**config.mk**
```make
export PLATFORM = sky130hd
export DESIGN_NAME = axilite_master
export DESIGN_NICKNAME = d
export VERILOG_FILES = /design/src/rtl/axilite_master.sv
export SDC_FILE = /design/constraint.sdc
export NUM_CORES = 1
export LEC_CHECK = 0
export CORE_UTILIZATION = 30
export CTS_CLUSTER_DIAMETER = 40
export CTS_CLUSTER_SIZE = 28
export DETAILED_ROUTE_END_ITERATION = 12
export GPL_TIMING_DRIVEN = 0
export PLACE_DENSITY = 0.71
export SLEW_MARGIN = 0
export SYNTH_ARGS = -nofsm -noshare
export SYNTH_HDL_FRONTEND = slang
export SYNTH_SLANG_ARGS = --single-unit
```
**constraint.sdc**
```tcl
create_clock -name m_axi_aclk -period 2.8 [get_ports m_axi_aclk]
set_input_delay 0.28 -clock m_axi_aclk [delete_from_list [all_inputs] [get_ports m_axi_aclk]]
set_output_delay 0.28 -clock m_axi_aclk [all_outputs]
set_load 0.02 [all_outputs]
```
**src/rtl/axilite_master.sv**
```systemverilog
// axilite_master
//   AXI4-Lite initiator. It turns one command from the local command port into
//   one single-beat AXI-Lite write or read, and reports completion on a
//   one-cycle done strobe. Only one transaction is in flight at a time, and
//   the response phase has a timeout.
//
// Ports
//   m_axi_aclk, m_axi_areset  clock, synchronous active-high reset
//   cmd_*                     command request: valid/ready, write flag, address, write data
//   done, done_*              completion strobe, response code, read data, timeout flag
//   m_axi_aw*/w*/b*           AXI-Lite write address, write data and write response channels
//   m_axi_ar*/r*              AXI-Lite read address and read data channels
//
// state    | meaning
// ---------+-----------------------------------------------------------
// IDLE     | cmd_ready high, waiting for cmd_valid
// WR_AW_W  | awvalid/wvalid outstanding, each tracked separately
// WR_B     | bready high, waiting for bvalid or timeout
// RD_AR    | arvalid outstanding
// RD_R     | rready high, waiting for rvalid or timeout
// DONE     | done strobe high for this single cycle
module axilite_master #(
  parameter int ADDR_W  = 32,
  parameter int DATA_W  = 32,
  parameter int TIMEOUT = 64
) (
  input  logic              m_axi_aclk,
  input  logic              m_axi_areset,
  input  logic              cmd_valid,
  output logic              cmd_ready,
  input  logic              cmd_write,
  input  logic [ADDR_W-1:0] cmd_addr,
  input  logic [DATA_W-1:0] cmd_wdata,
  output logic              done,
  output logic [1:0]        done_resp,
  output logic [DATA_W-1:0] done_rdata,
  output logic              done_timeout,
  output logic              m_axi_awvalid,
  input  logic              m_axi_awready,
  output logic [ADDR_W-1:0] m_axi_awaddr,
  output logic              m_axi_wvalid,
  input  logic              m_axi_wready,
  output logic [DATA_W-1:0] m_axi_wdata,
  input  logic              m_axi_bvalid,
  output logic              m_axi_bready,
  input  logic [1:0]        m_axi_bresp,
  output logic              m_axi_arvalid,
  input  logic              m_axi_arready,
  output logic [ADDR_W-1:0] m_axi_araddr,
  input  logic              m_axi_rvalid,
  output logic              m_axi_rready,
  input  logic [DATA_W-1:0] m_axi_rdata,
  input  logic [1:0]        m_axi_rresp
);

  localparam logic [2:0] S_IDLE    = 3'd0;
  localparam logic [2:0] S_WR_AW_W = 3'd1;
  localparam logic [2:0] S_WR_B    = 3'd2;
  localparam logic [2:0] S_RD_AR   = 3'd3;
  localparam logic [2:0] S_RD_R    = 3'd4;
  localparam logic [2:0] S_DONE    = 3'd5;

  localparam logic [15:0] CNT_LAST = 16'(TIMEOUT - 1);
  localparam logic [1:0]  RESP_TO  = 2'b10;

  logic [2:0]        state_q, state_d;
  logic [15:0]       cnt_q, cnt_d;
  logic              cmd_ready_q, cmd_ready_d;
  logic [ADDR_W-1:0] addr_q, addr_d;
  logic [DATA_W-1:0] wdata_q, wdata_d;
  logic              awvalid_q, awvalid_d;
  logic              wvalid_q, wvalid_d;
  logic              arvalid_q, arvalid_d;
  logic              bready_q, bready_d;
  logic              rready_q, rready_d;
  logic              aw_done_q, aw_done_d;
  logic              w_done_q, w_done_d;
  logic              done_q, done_d;
  logic [1:0]        resp_q, resp_d;
  logic [DATA_W-1:0] rdata_q, rdata_d;
  logic              timeout_q, timeout_d;

  logic aw_hs, w_hs, ar_hs, b_hs, r_hs;

  assign aw_hs = awvalid_q & m_axi_awready;
  assign w_hs  = wvalid_q & m_axi_wready;
  assign ar_hs = arvalid_q & m_axi_arready;
  assign b_hs  = bready_q & m_axi_bvalid;
  assign r_hs  = rready_q & m_axi_rvalid;

  always_comb begin
    state_d     = state_q;
    cnt_d       = cnt_q;
    cmd_ready_d = cmd_ready_q;
    addr_d      = addr_q;
    wdata_d     = wdata_q;
    awvalid_d   = awvalid_q;
    wvalid_d    = wvalid_q;
    arvalid_d   = arvalid_q;
    bready_d    = bready_q;
    rready_d    = rready_q;
    aw_done_d   = aw_done_q;
    w_done_d    = w_done_q;
    done_d      = 1'b0;
    resp_d      = resp_q;
    rdata_d     = rdata_q;
    timeout_d   = timeout_q;

    case (state_q)
      S_IDLE: begin
        if (cmd_valid && cmd_ready_q) begin
          addr_d      = cmd_addr;
          wdata_d     = cmd_wdata;
          cmd_ready_d = 1'b0;
          cnt_d       = '0;
          aw_done_d   = 1'b0;
          w_done_d    = 1'b0;
          if (cmd_write) begin
            awvalid_d = 1'b1;
            wvalid_d  = 1'b1;
            state_d   = S_WR_AW_W;
          end else begin
            arvalid_d = 1'b1;
            state_d   = S_RD_AR;
          end
        end
      end
      S_WR_AW_W: begin
        if (aw_hs) begin
          awvalid_d = 1'b0;
          aw_done_d = 1'b1;
        end
        if (w_hs) begin
          wvalid_d = 1'b0;
          w_done_d = 1'b1;
        end
        // a handshake on this edge counts as done already
        if ((aw_done_q || aw_hs) && (w_done_q || w_hs)) begin
          bready_d = 1'b1;
          state_d  = S_WR_B;
        end
      end
      S_WR_B: begin
        if (b_hs) begin
          bready_d  = 1'b0;
          done_d    = 1'b1;
          resp_d    = m_axi_bresp;
          rdata_d   = '0;
          timeout_d = 1'b0;
          state_d   = S_DONE;
        end else if (cnt_q == CNT_LAST) begin
          bready_d  = 1'b0;
          done_d    = 1'b1;
          resp_d    = RESP_TO;
          rdata_d   = '0;
          timeout_d = 1'b1;
          state_d   = S_DONE;
        end else begin
          cnt_d = cnt_q + 16'd1;
        end
      end
      S_RD_AR: begin
        if (ar_hs) begin
          arvalid_d = 1'b0;
          rready_d  = 1'b1;
          state_d   = S_RD_R;
        end
      end
      S_RD_R: begin
        if (r_hs) begin
          rready_d  = 1'b0;
          done_d    = 1'b1;
          resp_d    = m_axi_rresp;
          rdata_d   = m_axi_rdata;
          timeout_d = 1'b0;
          state_d   = S_DONE;
        end else if (cnt_q == CNT_LAST) begin
          rready_d  = 1'b0;
          done_d    = 1'b1;
          resp_d    = RESP_TO;
          rdata_d   = '0;
          timeout_d = 1'b1;
          state_d   = S_DONE;
        end else begin
          cnt_d = cnt_q + 16'd1;
        end
      end
      S_DONE: begin
        cmd_ready_d = 1'b1;
        state_d     = S_IDLE;
      end
      default: begin
        cmd_ready_d = 1'b1;
        state_d     = S_IDLE;
      end
    endcase
  end

  always_ff @(posedge m_axi_aclk) begin
    if (m_axi_areset) begin
      state_q     <= S_IDLE;
      cnt_q       <= '0;
      cmd_ready_q <= 1'b1;
      addr_q      <= '0;
      wdata_q     <= '0;
      awvalid_q   <= 1'b0;
      wvalid_q    <= 1'b0;
      arvalid_q   <= 1'b0;
      bready_q    <= 1'b0;
      rready_q    <= 1'b0;
      aw_done_q   <= 1'b0;
      w_done_q    <= 1'b0;
      done_q      <= 1'b0;
      resp_q      <= 2'b00;
      rdata_q     <= '0;
      timeout_q   <= 1'b0;
    end else begin
      state_q     <= state_d;
      cnt_q       <= cnt_d;
      cmd_ready_q <= cmd_ready_d;
      addr_q      <= addr_d;
      wdata_q     <= wdata_d;
      awvalid_q   <= awvalid_d;
      wvalid_q    <= wvalid_d;
      arvalid_q   <= arvalid_d;
      bready_q    <= bready_d;
      rready_q    <= rready_d;
      aw_done_q   <= aw_done_d;
      w_done_q    <= w_done_d;
      done_q      <= done_d;
      resp_q      <= resp_d;
      rdata_q     <= rdata_d;
      timeout_q   <= timeout_d;
    end
  end

  // one latched address feeds both channels; only one valid is ever raised
  assign cmd_ready     = cmd_ready_q;
  assign done          = done_q;
  assign done_resp     = resp_q;
  assign done_rdata    = rdata_q;
  assign done_timeout  = timeout_q;
  assign m_axi_awvalid = awvalid_q;
  assign m_axi_awaddr  = addr_q;
  assign m_axi_wvalid  = wvalid_q;
  assign m_axi_wdata   = wdata_q;
  assign m_axi_bready  = bready_q;
  assign m_axi_arvalid = arvalid_q;
  assign m_axi_araddr  = addr_q;
  assign m_axi_rready  = rready_q;

endmodule
```
Word level (Yosys, flattened, before mapping)
Cells that the tools add are included.
- eq/ne operators: 16
- $mul: 0
- magnitude comparators: 0
- shift operators: 0
- reduce and logical (&&, ||, !) cells: 23
- div/mod/pow operators: 0
- bitwise gates (word level): 6
- add/subtract/negate cells: 1
- mux-type cells: 52
- operator list (operator ; number):
    32-bit 2-to-1 mux ; 3
    16-bit 2-to-1 mux ; 4
    32-bit case mux with 2 select lines ; 1
    16-bit case mux with 3 select lines ; 1
    1-bit 2-to-1 mux ; 21
    1-bit case mux with 2 select lines ; 10
    3-bit 2-to-1 mux ; 6
    2-bit != test, second input constant ; 9
    16-bit by 1-bit adder with 16-bit output, second input constant ; 1
    16-bit by 6-bit == test with 1-bit output, second input constant ; 1
    4-bit AND reduction ; 4
    3-bit case mux with 5 select lines ; 1
    3-bit AND reduction ; 5
    2-bit nonzero test ; 5
    2-bit 2-to-1 mux ; 4
    3-bit by 2-bit == test with 1-bit output, second input constant ; 2
    3-bit != test, second input constant ; 2
    1-bit bitwise AND ; 5
    2-bit case mux with 2 select lines ; 1
    2-bit AND reduction ; 2
    4-bit OR reduction ; 1
    3-bit by 1-bit == test with 1-bit output, second input constant ; 1
    3-bit == test, second input constant ; 1
    3-bit zero test ; 1
    other kinds (4) ; 6
- ROM bits: 0
- latch bits: 0
- RAM bits: 0
- bits in registers: 127
- logic and storage cells: 114
- bits of input ports: 109
- memories kept: 0
- output and inout port bits: 138

Depth between registers and ports, before layout
Gate-level depths: netlist of run 1.
- word-level depth: 5
- mapped depth: 9
- mapped depth without buffers: 6

Worst setup path before layout of run 1
OpenSTA, ideal clock, no wires.
- path kind: register to register
- start point: register cnt_q[6]
- end point: register cnt_q[9]
- path buffers: 1
- required time: 2.685 ns
- arrival: 2.027 ns
- clock period less this slack: 2.141 ns
- slack: 0.659 ns
- setup time: 0.115 ns
- cell stages (with the launch flop): 7
- cell sequence: dfxtp_1 or4_4 or4_4 o211ai_4 buf_6 nor3_1 o21a_1
- cells in the longest elaborated chain, start to end: 4
- elaborated cells on any way between the ends: 6
- those cells by class: add/sub: 1; eq/ne: 1; mux: 4
- RTL lines (item ; RTL line ; text):
    start, declared ; 67 ; logic [15:0] cnt_q, cnt_d;
    start signal, assigned ; 219 ; cnt_q <= cnt_d;
    16-bit by 1-bit adder with 16-bit output or 16-bit by 6-bit == test with 1-bit output (tied branches) ; - ;
    16-bit 2-to-1 mux * ; 151, 177 ;
    16-bit 2-to-1 mux, on equally long branches ; 170, 144 ;
    16-bit case mux with 3 select lines * ; 109 ; case (state_q)
Mark *: on every way between the ends. The rest lies on a longest branch, timed or not. The select of a mux whose other input is x is not followed.
A chain may end at the register's enable or synchronous reset.

Worst setup path in the final report of run 1
- start point: register state_q[2]
- end point: register state_q[0]
- cells in the longest elaborated chain, start to end: 3
- elaborated cells on any way between the ends: 10
- those cells by class: eq/ne: 7; mux: 1; reduce/logical: 2
- RTL lines (item ; RTL line ; text):
    start, declared ; 66 ; logic [2:0] state_q, state_d;
    start signal, assigned ; 218 ; state_q <= state_d;
    3-bit by 1-bit == test with 1-bit output (tied with other cells) ; 109 ;
    2-bit != test (no source line) ; - ;
    3-bit AND reduction (no source line) ; - ;
Parallel ways exist; a longest one is shown, timed or not.

==> results.yml, run 1 <==
timing:
  slew_violations: 0
  slew_headroom: 0.508
  skew_ns: 0.00579
  finalSetupViolCount: 0
  max_freq_mhz: 394
  worstMarginPinSlew_ns: 0.739
  finalSetupTns_ns: 0
  fin_hold_ws_ns: 0.321
  min_period_over_period: 0.906
  hold_violations: 0
  period_minus_slack_ns: 2.54
  rsz0062_at_grt: "no"
drt:
  routed_wl_mm: 16.7
  dr.first_iter.drc_count: 263
  ant_nets: 0
  num_vias: 5258
  route.detailed.drc: 0
  vias_per_cell: 4.73
  first_pass_iters: 7
  wire_per_inst_um: 15.0
global_route:
  grt_use_total: 0.191
  antenna_found_initial: 0
  use_met2: 0.314
  use_met1: 0.239
  grt.busiest_layer: "met2"
  grt_pass1_wl_mm: 26.2
  grt_use_met3: 0.0561
  grt_pass1_vias: 4921
  grt_max_degree: 17
  overflow: 0
clocking:
  htree_levels: 4
  cts_tree: "done"
  cts_buffers: 17
  cts_setup_buffers: 0
  clock_latency_ns: 0.41
  clkTransAtPathRegs_ns: 0.06
  cts_sinks: 127
  cts_buffer_depth: 2
  clockRootBuffer: "clkbuf_16"
  holdBufCountCts: 0
yosys:
  syn-cell-area_mm2: 0.00507
  syn-num-nets: 725
  ys_ff_latch: 127
  synth_cells: 615
  synth_top_area_cell: "dfxtp_1"
  syn_avg_cell_area_um2: 8.24
  ys.flop_type: "dfxtp_1"
  async_flop_share: 0
  yosysMostFrequentCell: "nand2_1"
  ys_types: 43
  synth_commonest_cells: "nand2_1 (146), dfxtp_1 (127), a21oi_1 (89)"
  ys_warn_count: 0
  synth.top_cell.area_share: 0.502
  synth_area_leaders: "dfxtp_1 (50%), nand2_1 (11%), a21oi_1 (8.8%)"
  seq_area_frac_synth: 0.502
  synth_edf_count: 0
floorplanning:
  die_w_um: 132
  coreArea_mm2: 0.0165
  io_pins: 247
  initial_utilization: 0.307
  dieArea_mm2: 0.0174
  die_y_um: 132
  rows: 47
worst_setup_path:
  slowest_stage: "o31ai_2"
  cpPeakStageDelay_ns: 0.67
  arrival_ns: 2.80
  crit_path_max_fanout: 10
  crit_top_cell: "clkbuf_1"
  crit_path_end_kind: "register"
  cp_cell_sequence: "clkbuf_1 -> a21oi_1 -> o31ai_2 -> clkbuf_1 -> a41oi_1"
  worstSetupPathType: "reg2reg"
  crit_buf_inv: 2
  worst_setup_path_start_kind: "register"
  crit_family: "compound AO/OA/AOI/OAI gates"
  worstPathRequired_ns: 3.06
pwr:
  internal-power_mw: 4.25
  power_mw: 6.06
  p_clk_frac: 0.384
  p_leak_nw: 3.05
  p_comb_frac: 0.273
  seqPwrFrac: 0.343
  p_per_area_mw_per_mm2: 718
  ir_drop_v: 0.000416
  p_switching_mw: 1.82
  switching_share: 0.300
finish:
  nNetsFinal: 989
  antenna_cells: 0
  final_area_mm2: 0.00844
  post-route-util: 0.511
  area_delta_synth_final_pct: 66.6
  final_layout_size_suffix_gt1_frac: 0.0852
placed_design:
  io_buffers: 245
  dpl.hpwl_mm: 12.2
  place.gp.congestion: 0.851
  place_area_mm2: 0.00780
job:
  cap_violations: 0
worst_hold_path:
  min_path_type: "in2reg"
run_status:
  status: "complete, no violations"
## timing repair
action / 4_1_cts / 5_1_grt
endpoints found under the hold margin: 0 / 0
pin swaps: 0 / 0
setup endpoints to repair: 10 / 57
gates resized for setup: 2 / 5
## placed cells by master (no fill, tap or decap), types with 10 or more instances in the layout
| cell | count |
|---|---|
| nor2_1 | 46 |
| nand2_1 | 146 |
| clkdlybuf4s50_1 | 245 |
| clkbuf_1 | 38 |
| clkbuf_16 | 17 |
| a22oi_1 | 35 |
| nand3_1 | 10 |
| dfxtp_1 | 127 |
| a21oi_1 | 89 |
| buf_4 | 32 |
## flip-flops by register name (all words and copies together) (netlist names), 2 cells and up
signal,flops
done_resp,2
m_axi_wdata,32
m_axi_araddr,32
state_q,3
cnt_q,16
done_rdata,32
## area by class of cell
cell class                 instances  area [um^2]
multi-input combinational        409         2110
clock inverter                     8          128
clock buffer                      24          502
timing repair buffer             245         2450
sequential                       127         2540
tap                              220          275
buffer                            72          408
inverter                           7         26.3
fill                            1540         8080
## path summary, 6_finish.rpt
kind                   startpoint              end  slack, ns  cells past startpoint
setup / recovery       state_q[2]       state_q[0]       0.26                      5
hold / removal       m_axi_areset        cmd_ready       0.32                      3
setup reg to reg       state_q[2]       state_q[0]       0.26                      5
hold reg to reg   m_axi_wdata[28]  m_axi_wdata[28]       0.45                      2
## cells by family (layout without fill, tap and decap cells)
family,count (synthesis),in the layout,share of synthesized area
flip-flops,127,127,0.502
buffers and inverters,79,356,0.0852
AND/OR/NAND/NOR,244,244,0.209
multiplexers,2,2,0.00395
AO/OA/AOI/OAI,161,161,0.196
adder cells (fa/ha/maj),1,1,0.00247
XOR/XNOR,1,1,0.00173
## power by group through the flow
stage	Combinational [mW]	Clock, mW	Sequential [mW]
after floorplan	0.733	0	2.27
after global placement	1.64	0	2.11
after detailed placement	1.65	0	2.12
after CTS	1.66	2.38	2.08
after global routing	1.78	2.45	2.10
final	1.65	2.33	2.08
## metal layers
metal / vias up / part of all wire
li1: 2616 / -
met1: 2425 / 0.45
met2: 200 / 0.47
met3: 17 / 0.072
met4: 0 / 0.013
met5: - / 0
## stage by stage
stage	worst slack (ns)	std cells
final	0.263	1112
after global routing	0.000268	1112
after CTS	0.0623	1112
after detailed placement	-0.329	1080
after global placement	-0.383	1080
after floorplan	0.659	615
## worst register-to-register path: stages (launching register included)
cell      delay (ns)
dfxtp_1         0.46
clkbuf_1        0.37
a21oi_1         0.20
o31ai_2         0.67
clkbuf_1        0.50
a41oi_1         0.19
(Power assumes the default switching activity.)
==> run 2: changes to the inputs <==
--- a/config.mk
+++ b/config.mk
@@ -11,6 +11,7 @@
 export DETAILED_ROUTE_END_ITERATION = 12
 export GPL_TIMING_DRIVEN = 0
 export PLACE_DENSITY = 0.71
+export RECOVER_POWER = 50
 export SLEW_MARGIN = 0
 export SYNTH_ARGS = -nofsm -noshare
 export SYNTH_HDL_FRONTEND = slang
==> run 2 against run 1 <==
Effect of this change:
- cell area unchanged
- combinational power down 4%
- via count down 0.29%
- final cell count unchanged
- die area unchanged
- critical endpoint unchanged
- largest power group unchanged
==> results.yml, run 2 (synthesized netlist as in run 1, its figures left out) <==
floorplanning:
  die_w_um: 132
  rows: 47
  io_pins: 247
  dieArea_mm2: 0.0174
  initial_utilization: 0.307
  die_y_um: 132
  coreArea_mm2: 0.0165
worst_setup_path:
  arrival_ns: 2.80
  crit_path_end_kind: "register"
  crit_top_cell: "clkbuf_1"
  cp_cell_sequence: "clkbuf_1 -> a21oi_1 -> o31ai_2 -> clkbuf_1 -> a41oi_1"
  cpPeakStageDelay_ns: 0.66
  crit_path_max_fanout: 10
  worstSetupPathType: "reg2reg"
  worstPathRequired_ns: 3.06
  slowest_stage: "o31ai_2"
  worst_setup_path_start_kind: "register"
finish:
  post-route-util: 0.511
  area_delta_synth_final_pct: 66.6
  final_layout_size_suffix_gt1_frac: 0.0852
  nNetsFinal: 989
  final_common_cell: "nand2_1"
  layout_common_cells: "nand2_1 (146), dlygate4sd3_1 (130), dfxtp_1 (127)"
  fill_cells: 1540
  antenna_cells: 0
timing:
  fin_hold_ws_ns: 0.322
  worstMarginPinSlew_ns: 0.719
  slew_violations: 0
  layout_setup_ws_ns: 0.263
  hold_violations: 0
  max_freq_mhz: 394
  rsz0062_at_grt: "no"
  slew_headroom: 0.518
  min_period_over_period: 0.906
  period_minus_slack_ns: 2.54
  skew_ns: 0.00575
  finalSetupViolCount: 0
drt:
  route.detailed.drc: 0
  routed_wl_mm: 16.7
  wire_per_inst_um: 15.0
  vias_per_cell: 4.71
  num_vias: 5243
  ant_nets: 0
  dr.first_iter.drc_count: 248
  first_pass_iters: 4
global_route:
  grt_pass1_wl_mm: 26.2
  grt_use_total: 0.191
  antenna_found_initial: 0
  overflow: 0
  grt_pass1_vias: 4921
  grt_max_degree: 17
pwr:
  p_per_area_mw_per_mm2: 710
  ir_drop_v: 0.000414
  seqPwrFrac: 0.346
  p_leak_nw: 3.46
  internal-power_mw: 4.18
  switching_share: 0.303
  p_clk_frac: 0.389
  p_comb_frac: 0.265
  p_switching_mw: 1.81
placed_design:
  io_buffers: 245
  dpl.hpwl_mm: 12.2
  post-place-ws_ns: -0.329
  place.gp.congestion: 0.851
clocking:
  clockRootBuffer: "clkbuf_16"
  clock_latency_ns: 0.41
  clkTransAtPathRegs_ns: 0.06
  cts_sinks: 127
  cts_setup_buffers: 0
  cts_tree: "done"
  cts_buffers: 17
  cts_buffer_depth: 2
  htree_levels: 4
  holdBufCountCts: 0
job:
  cap_violations: 0
run_status:
  status: "complete, no violations"
worst_hold_path:
  min_path_type: "in2reg"
[run 2: cell count changes in the layout (fill, tap and decap cells not counted), sizes merged]
| cell | change |
|---|---|
| dlygate4sd3 | +130 |
| clkdlybuf4s50 | -130 |
[run 2: what timing repair did]
item / CTS / global route
cloned: 0 / 0
setup endpoints to repair: 10 / 57
gates resized for setup: 2 / 5
[run 2: final cells by class]
class	count	area, um^2	area share
clock buffer	24	502	0.0594
multi-input combinational	409	2110	0.250
clock inverter	8	128	0.0151
tap	220	275	0.0326
inverter	7	26.3	0.00311
sequential	127	2540	0.301
buffer	72	408	0.0483
timing repair buffer	245	2450	0.290
[run 2: power groups by stage]
stage	logic, mW	registers, mW	clock network, mW
finish	1.59	2.07	2.33
global route	1.71	2.10	2.45
CTS	1.66	2.08	2.38
detailed placement	1.65	2.12	0
global placement	1.64	2.11	0
floorplan	0.733	2.27	0
[run 2: through the flow]
stage / power [mW] / area (um^2) / TNS (ns) / std cells
after global routing: 6.26 / 8440 / 0 / 1112
after global placement: 3.75 / 7800 / -10.26 / 1080
after CTS: 6.12 / 8440 / 0 / 1112
after floorplan: 3.00 / 5070 / 0 / 615
after detailed placement: 3.77 / 7800 / -7.94 / 1080
final: 5.99 / 8440 / 0 / 1112
[run 2: worst paths after layout]
check / slack (ns) / cells after the start / to / from
worst max-delay path: 0.26 / 5 / state_q[0] / state_q[2]
worst min-delay path: 0.32 / 3 / cmd_ready / m_axi_areset
worst max register to register: 0.26 / 5 / state_q[0] / state_q[2]
worst min register to register: 0.45 / 2 / m_axi_wdata[28] / m_axi_wdata[28]
[run 2: worst max-delay path, delay by kind of cell, from the launching register on]
family | cells | cell delay [ns]
AO/OA/AOI/OAI | 3 | 1.05
buffers and inverters | 2 | 0.87
flip-flops | 1 | 0.45
[run 2: routing by layer]
layer  GRT usage  part of all wire
met5           0                 0
met1       0.239              0.45
met2       0.314              0.47
met3      0.0561             0.072
met4      0.0607             0.010
==> run 3: changes to the inputs <==
--- a/config.mk
+++ b/config.mk
@@ -12,7 +12,7 @@
 export GPL_TIMING_DRIVEN = 0
 export PLACE_DENSITY = 0.71
 export RECOVER_POWER = 50
-export SLEW_MARGIN = 0
+export SLEW_MARGIN = 20
 export SYNTH_ARGS = -nofsm -noshare
 export SYNTH_HDL_FRONTEND = slang
 export SYNTH_SLANG_ARGS = --single-unit
==> run 3 against run 2 <==
Effect of this change:
- clock power fell by 15%
- sequential share of layout area is 0.42 points higher
- global-route usage rose by 0.12 points
- cell area shrank 1.4%
- flip-flop and latch count unchanged
- final cell count decreased by 0.18%
- hold slack improved by 0.029 ns
- non-clock buffer count is the same
- total power down 6.0%
- combinational power hardly changed
- critical path depth increased by 4
- critical path type unchanged
==> results.yml, run 3 (synthesized netlist as in run 1, its figures left out) <==
floorplanning:
  initial_utilization: 0.307
  io_pins: 247
  coreArea_mm2: 0.0165
  die_y_um: 132
  dieArea_mm2: 0.0174
  die_w_um: 132
  rows: 47
clocking:
  htree_levels: 4
  cts_buffers: 17
  cts_buffer_depth: 2
  clock_latency_ns: 0.41
  clkTransAtPathRegs_ns: 0.06
  cts_tree: "done"
  clockRootBuffer: "clkbuf_16"
  cts_setup_buffers: 0
  cts_sinks: 127
drt:
  route.detailed.drc: 0
  first_pass_iters: 5
  ant_nets: 0
  num_vias: 5210
  dr.first_iter.drc_count: 242
  top_layer: "met4"
  wire_per_inst_um: 15.0
  routed_wl_mm: 16.7
  met3_length_mm: 1.10
  vias_per_cell: 4.69
  wl_met2_mm: 7.95
  routedLengthMet1_mm: 7.46
finish:
  multi_input_area_mm2: 0.00211
  final_common_cell: "nand2_1"
  final_layout_size_suffix_gt1_frac: 0.0787
  fill_cells: 1605
  layout_common_cells: "nand2_1 (146), dlygate4sd3_1 (131), dfxtp_1 (127)"
  seq_area_mm2: 0.00254
  nNetsFinal: 989
  final_area_mm2: 0.00833
  fin_cells: 1110
  area_delta_synth_final_pct: 64.3
  antenna_cells: 0
worst_setup_path:
  crit_path_end_kind: "register"
  crit_top_cell: "clkbuf_1"
  slowest_stage: "clkbuf_1"
  crit_family: "buffers and inverters"
  arrival_ns: 2.84
  crit_path_max_fanout: 10
  crit_buf_inv: 5
  crit_path_start: "state_q[1]"
  worst_setup_path_start_kind: "register"
  cpPeakStageDelay_ns: 0.43
  worstPathRequired_ns: 3.07
  cp_cell_sequence: "clkbuf_1 -> nor2_1 -> inv_1 -> or3_1 -> clkbuf_1 -> clkbuf_2 -> nand2_1 -> clkbuf_1 -> nor2_1"
  worstSetupPathType: "reg2reg"
  r2r_start: "state_q[1]"
global_route:
  antenna_found_initial: 0
  grt_max_degree: 17
  grt_pass1_wl_mm: 26.4
  grt_use_total: 0.192
  overflow: 0
  grt_pass1_vias: 4954
job:
  cap_violations: 0
timing:
  finalSetupViolCount: 0
  min_period_over_period: 0.917
  hold_violations: 0
  max_freq_mhz: 389
  skew_ns: 0.00902
  fin_hold_ws_ns: 0.352
  finalSetupTns_ns: 0
  slew_headroom: 0.516
  slew_violations: 0
  worstMarginPinSlew_ns: 0.722
  period_minus_slack_ns: 2.57
  rsz0062_at_grt: "no"
pwr:
  switching_share: 0.314
  p_comb_frac: 0.281
  p_leak_nw: 3.41
  internal-power_mw: 3.86
  p_clk_frac: 0.351
  p_per_area_mw_per_mm2: 676
  p_switching_mw: 1.77
  seqPwrFrac: 0.368
  ir_drop_v: 0.000407
run_status:
  status: "complete, no violations"
placed_design:
  dpl.cell_count: 1080
  io_buffers: 245
  place_area_mm2: 0.00780
  dpl.hpwl_mm: 12.3
  place.gp.congestion: 0.851
worst_hold_path:
  min_from: "m_axi_areset"
  min_path_type: "in2reg"
==> run 3: changes by cell type in the layout (fill, tap and decap cells not counted), sizes merged <==
cell,change
clkdlybuf4s50,-1
clkbuf,-1
clkinvlp,-1
clkinv,+2
bufinv,-2
dlygate4sd3,+1
==> run 3: final cells by class <==
cell class / count / share of cell area
Buffer: 72 / 0.0490
Timing Repair Buffer: 245 / 0.294
Clock inverter: 7 / 0.00796
Sequential cell: 127 / 0.305
Multi-Input combinational cell: 409 / 0.253
Clock buffer: 23 / 0.0538
Inverter: 7 / 0.00316
Tap cell: 220 / 0.0331
==> run 3: path summary, 6_finish.rpt <==
check / slack (ns) / endpoint / cells past startpoint
max: 0.23 / aw_done_q / 9
min: 0.35 / cmd_ready / 3
max reg2reg: 0.23 / aw_done_q / 9
min reg2reg: 0.45 / m_axi_wdata[29] / 2
==> run 3: worst register-to-register path: stages (launching register included) <==
cell      delay, ns
dfxtp_1        0.29
clkbuf_1       0.21
nor2_1         0.32
inv_1          0.17
or3_1          0.37
clkbuf_1       0.17
clkbuf_2       0.25
nand2_1        0.13
clkbuf_1       0.43
nor2_1         0.10
==> run 3: layer usage <==
| metal | global-route usage | up-vias |
|---|---|---|
| met5 | 0 | - |
| met4 | 0.0633 | 0 |
| met2 | 0.317 | 185 |
| met1 | 0.239 | 2398 |
| li1 | - | 2617 |
| met3 | 0.0550 | 10 |
==> run 3: power by group through the flow <==
stage | Clock, mW | Combinational, mW | Sequential, mW
floorplan | 0 | 0.733 | 2.27
global placement | 0 | 1.64 | 2.11
detailed placement | 0 | 1.66 | 2.12
CTS | 2.02 | 1.66 | 2.08
global route | 2.10 | 1.72 | 2.10
finish | 1.97 | 1.58 | 2.07
==> run 3: through the flow <==
step,setup slack [ns],utilization,power (mW)
6_report,0.231,0.504,5.63
5_1_grt,0.0221,0.504,5.91
4_1_cts,0.103,0.504,5.77
3_5_place_dp,-0.0413,0.472,3.78
3_3_place_gp,-0.383,0.472,3.75
2_1_floorplan,0.659,-,3.00
==> run 3: timing repair <==
| action | CTS | global route |
|---|---|---|
| hold buffers | 0 | 0 |
| gates resized for setup | 2 | 4 |
| endpoints found under the setup margin | 4 | 49 |
